--- src/rtl/reduction_input_queue.sv ---
// Per-port input buffer feeding one input of the reduction tree.
// First-word fall-through circular FIFO with valid/avail output handshake,
// sticky overflow flag, and batched credit return to the upstream sender
// (periodic, or early once a full queue's worth of slots has been freed).
module reduction_input_queue #(
  parameter int FLIT_SIZE     = 82,
  parameter int DEPTH         = 5,
  parameter int CREDIT_PERIOD = 100,
  parameter int CNT_W         = 3     // 2**CNT_W must exceed DEPTH
) (
  input  logic                 clk,
  input  logic                 rst,
  input  logic [FLIT_SIZE-1:0] in,
  input  logic                 in_valid,
  output logic [FLIT_SIZE-1:0] out,
  output logic                 out_valid,
  input  logic                 out_avail,
  output logic [CNT_W-1:0]     credit_out,
  output logic                 credit_valid,
  output logic [CNT_W-1:0]     count,
  output logic                 overflow
);

  localparam int PTR_W = (DEPTH > 1) ? $clog2(DEPTH) : 1;
  localparam int TMR_W = (CREDIT_PERIOD > 1) ? $clog2(CREDIT_PERIOD) : 1;

  localparam logic [CNT_W-1:0] DEPTH_C  = CNT_W'(DEPTH);
  localparam logic [PTR_W-1:0] PTR_LAST = PTR_W'(DEPTH - 1);
  localparam logic [TMR_W-1:0] TMR_LAST = TMR_W'(CREDIT_PERIOD - 1);

  logic [FLIT_SIZE-1:0] mem [DEPTH];
  logic [PTR_W-1:0]     rd_ptr;
  logic [PTR_W-1:0]     wr_ptr;
  logic [TMR_W-1:0]     timer;
  logic [CNT_W-1:0]     freed;

  logic                 pop;
  logic                 push;
  logic                 full;
  logic                 credit_ret;
  logic [CNT_W-1:0]     freed_plus;
  logic [CNT_W-1:0]     count_next;

  // Pointer advance with explicit wrap, since DEPTH need not be a power of two.
  function automatic logic [PTR_W-1:0] ptr_inc(input logic [PTR_W-1:0] p);
    return (p == PTR_LAST) ? '0 : p + 1'b1;
  endfunction

  // Head is presented straight from registered state: no same-cycle bypass.
  assign out_valid = (count != '0);
  assign out       = mem[rd_ptr];

  // Handshake decode, next occupancy and credit-return decision.
  // NOTE: every signal here is assigned on every pass, so no latch can be inferred.
  always_comb begin
    pop        = out_valid & out_avail;
    full       = (count == DEPTH_C);
    push       = in_valid & (~full | pop);
    count_next = count + CNT_W'(push) - CNT_W'(pop);
    freed_plus = freed + CNT_W'(pop);
    credit_ret = ((timer == TMR_LAST) && (freed != '0)) || (freed_plus == DEPTH_C);
  end

  // Flit storage: write the incoming flit at the tail on an accepted push.
  // NOTE: the array is reset so that out reads zero after reset; without that
  // requirement the storage would be left unreset.
  always_ff @(posedge clk or posedge rst) begin
    if (rst) begin
      for (int i = 0; i < DEPTH; i++) begin
        mem[i] <= '0;
      end
    end else if (push) begin
      mem[wr_ptr] <= in;
    end
  end

  // Pointers, occupancy and the sticky overflow flag.
  // NOTE: state is updated with non-blocking assignments so every register
  // samples the pre-edge values of the others.
  always_ff @(posedge clk or posedge rst) begin
    if (rst) begin
      rd_ptr   <= '0;
      wr_ptr   <= '0;
      count    <= '0;
      overflow <= 1'b0;
    end else begin
      if (push) begin
        wr_ptr <= ptr_inc(wr_ptr);
      end
      if (pop) begin
        rd_ptr <= ptr_inc(rd_ptr);
      end
      count <= count_next;
      // A flit arriving with no room means upstream overran its credits.
      if (in_valid && !push) begin
        overflow <= 1'b1;
      end
    end
  end

  // Free-running credit period timer.
  always_ff @(posedge clk or posedge rst) begin
    if (rst) begin
      timer <= '0;
    end else begin
      timer <= (timer == TMR_LAST) ? '0 : timer + 1'b1;
    end
  end

  // Freed-slot accumulator and one-cycle credit pulse.
  always_ff @(posedge clk or posedge rst) begin
    if (rst) begin
      freed        <= '0;
      credit_out   <= '0;
      credit_valid <= 1'b0;
    end else if (credit_ret) begin
      credit_valid <= 1'b1;
      credit_out   <= freed_plus;
      freed        <= '0;
    end else begin
      credit_valid <= 1'b0;
      freed        <= freed_plus;
    end
  end

endmodule
--- config.mk ---
export PLATFORM = sky130hd
export DESIGN_NAME = reduction_input_queue
export DESIGN_NICKNAME = d
export VERILOG_FILES = /design/src/rtl/reduction_input_queue.sv
export SDC_FILE = /design/constraint.sdc
export NUM_CORES = 1
export LEC_CHECK = 0
export CAP_MARGIN = 20
export CORE_MARGIN = 5
export CORE_UTILIZATION = 30
export DETAILED_ROUTE_END_ITERATION = 12
export GPL_ROUTABILITY_DRIVEN = 0
export PLACE_DENSITY = 0.59
export SLEW_MARGIN = 15
export SYNTH_ARGS = -nofsm -noshare
export SYNTH_HDL_FRONTEND = slang
export SYNTH_SLANG_ARGS = --single-unit
--- constraint.sdc ---
create_clock -name clk -period 14.1 [get_ports clk]
set_input_delay 2.82 -clock clk [delete_from_list [all_inputs] [get_ports clk]]
set_output_delay 2.82 -clock clk [all_outputs]
set_load 0.02 [all_outputs]
==> results.ini <==
[logic_synthesis]
yosys_warnings = 0
synth.net_count = 1459
avgSynthCellArea_um2 = 15.3
synth-seq-cells = 434
synthCells = 1363
netlist_area_um2 = 20900
synth_flop_cell = dfrtp_1
ys_seq_area_share_pct = 52.0
ys_types = 41
async_reset_ff_share_pct = 100
synth-edff-count = 0

[sta]
max-slew-margin-rel_pct = 25.7
timing.final.crit_share_pct = 50.2
worst_pin_slew_ns = 1.11
finalMaxSlewViolations = 0
setup_viol = 0
grt_setup_unrepaired = no
tns_ns = 0
max_freq_mhz = 141
min_period_ns = 7.08
hold_viol = 0
timing.final.ws_setup_ns = 7.02
fin_skew_ns = 0.0126
whs_ns = 0.458

[critical_path]
max_stage_delay_ns = 1.06
crit_family = buffers and inverters
critical_path.endpoint_type = output port
critical_path.cell_chain = clkinv_2, buf_4, a22oi_1, o22ai_1, clkdlybuf4s50_1
criticalPathCategory = register to output port
crit_required_ns = 11.28
crit_fanout = 47
worst_setup_path_start_kind = register
slowest_stage = dfrtp_4
cp_num_buf_inv = 3
arrival_ns = 4.26

[pwr]
p_per_area_nw_per_um2 = 278
power.leakage_nw = 11.6
irDropWorstVdd_mv = 0.141

[route]
routed_via_density = 4.83
wl_per_cell_um = 21.4
num_vias = 12018
drt-initial-drc-count = 587
drc_errors = 0
wl_mm = 53.1
drt_pass1_iterations = 4
antenna_left = 0

[floorplanning]
ios = 177
initial_core_util_pct = 30.4
core_area_um2 = 68800
dieArea_um2 = 75000
die_width_um = 274
rows = 96
die_h_um = 274

[cts]
cts.sink_count = 434
path_clk_slew_ns = 0.06
cts_buffer_depth = 3
htreeDepth = 2
cts_buffers = 51
cts_root_buf = clkbuf_16
insertion_delay_ns = 0.58
post_cts_buffers = 0
cts_tree = yes
cts_hold_buf = 0
post_cts_resized = 0

[global_route]
overflow = 0
antenna_found_initial = 5
grt_pass1_vias = 13565
grt_pass1_wl_mm = 83.0
grt_max_degree = 178
globalRouteTotalUtil_pct = 14.0

[cells_and_area]
layout-drive-gt1-share_pct = 37.5
antenna_cells = 0
utilization_pct = 36.6
nets = 1611
area_growth_pct = 20.7
fillers = 6425

[hold_path]
hp-class = register to register

[flow_run]
max-cap-violations = 0

[place]
place_ws_ns = 7.54
dp_hpwl_mm = 31.6
io_buffers = 176

[run_status]
status = complete, no violations

-- worst register-to-register path: stages, from the launching register on --
cell,delay [ns]
dfrtp_1,0.45
nand4bb_1,0.45
nand4_1,0.56
buf_4,0.62
buf_4,0.89
mux2_2,0.48
-- layer usage --
layer | share of wire (%) | vias up | GRT usage (%)
met5 | 0.077 | - | 0
met2 | 49 | 235 | 23.7
met4 | 2.1 | 6 | 3.62
met1 | 45 | 6343 | 18.4
met3 | 4.2 | 88 | 2.65
li1 | - | 5346 | -
-- cells in the mapped netlist, drive strengths merged (2+ instances only) --
| cell type | count | area [um2] |
|---|---|---|
| mux2 | 494 | 6760 |
| dfrtp | 434 | 10900 |
| mux2i | 83 | 831 |
| a22oi | 81 | 608 |
| o22ai | 81 | 507 |
| buf | 69 | 602 |
| clkbuf | 33 | 124 |
| inv | 12 | 45.0 |
| ha | 9 | 113 |
| nor2 | 9 | 33.8 |
| nand2 | 8 | 30.0 |
| o21ai | 6 | 30.0 |
| nand4 | 5 | 31.3 |
| xnor2 | 5 | 43.8 |
| nand2b | 4 | 25.0 |
| a21oi | 3 | 15.0 |
| nand3 | 3 | 15.0 |
| nor3 | 3 | 20.0 |
| o21bai | 3 | 22.5 |
| nand4bb | 2 | 22.5 |
| nor2b | 2 | 12.5 |
| or3 | 2 | 12.5 |
-- where the power goes --
group	switching [mW]	internal, mW	total, mW
combinational	1.43	1.82	3.25
clock	0.545	0.899	1.44
sequential	0.428	1.87	2.30
total	2.41	4.59	7.00
-- placed cells by master (no fill, tap or decap), drive strengths merged, types with 2 or more instances in the layout --
cell,n
a21oi,3
o22ai,81
nor3,3
o21bai,3
nand4,5
nand3,3
buf,25
ha,9
nand2b,4
nor2b,2
nand4bb,2
inv,12
dfrtp,434
mux2i,83
or3,2
clkinvlp,5
mux2,494
nor2,9
o21ai,6
clkbuf,66
xnor2,5
bufinv,9
nand2,8
clkinv,14
a22oi,81
clkdlybuf4s50,176
-- per-stage QoR --
stage | cell area (um2) | instances | total power, mW
floorplan | 20900 | 1363 | 4.50
detailed placement | 23300 | 2392 | 5.60
global placement | 23300 | 2390 | 5.52
CTS | 25200 | 2486 | 7.10
finish | 25200 | 2487 | 7.00
global route | 25200 | 2487 | 7.39
-- kinds of logic (layout without fill, tap and decap cells) --
| kind of cell | Yosys count | after routing | synth area share, % |
|---|---|---|---|
| mux | 578 | 578 | 36.5 |
| simple gates | 42 | 42 | 1.12 |
| compound gates | 179 | 179 | 5.86 |
| buf+inv | 114 | 307 | 3.69 |
| fa+ha+maj | 10 | 10 | 0.635 |
| flops | 434 | 434 | 52.0 |
| xor+xnor | 6 | 6 | 0.252 |
-- flip-flops by register name (all words and copies together), names as in the netlist --
name,flops
count,3
credit_out,3
credit_valid,1
freed,3
mem,410
overflow,1
rd_ptr,3
timer,7
wr_ptr,3
-- final cells by class --
class,instances,area (um2),area share [%]
Clock inverter,28,393,1.56
Inverter,12,50.0,0.198
Sequential cell,434,10900,43.1
Timing Repair Buffer,201,2000,7.92
Multi-Input combinational cell,815,9280,36.8
Clock buffer,66,1470,5.81
Tap cell,931,1160,4.62
-- worst paths after layout --
path | from | end | slack [ns] | depth (start not counted)
min | timer[0] | timer[0] | 0.46 | 1
min in group asynchronous | rst | mem[170] | 2.59 | 2
min reg2reg | timer[0] | timer[0] | 0.46 | 1
max reg2reg | count[1] | mem[326] | 10.54 | 5
max | rd_ptr[0] | out[81] | 7.02 | 5
max in group asynchronous | rst | rd_ptr[0] | 8.65 | 6
(Power assumes the default switching activity.)
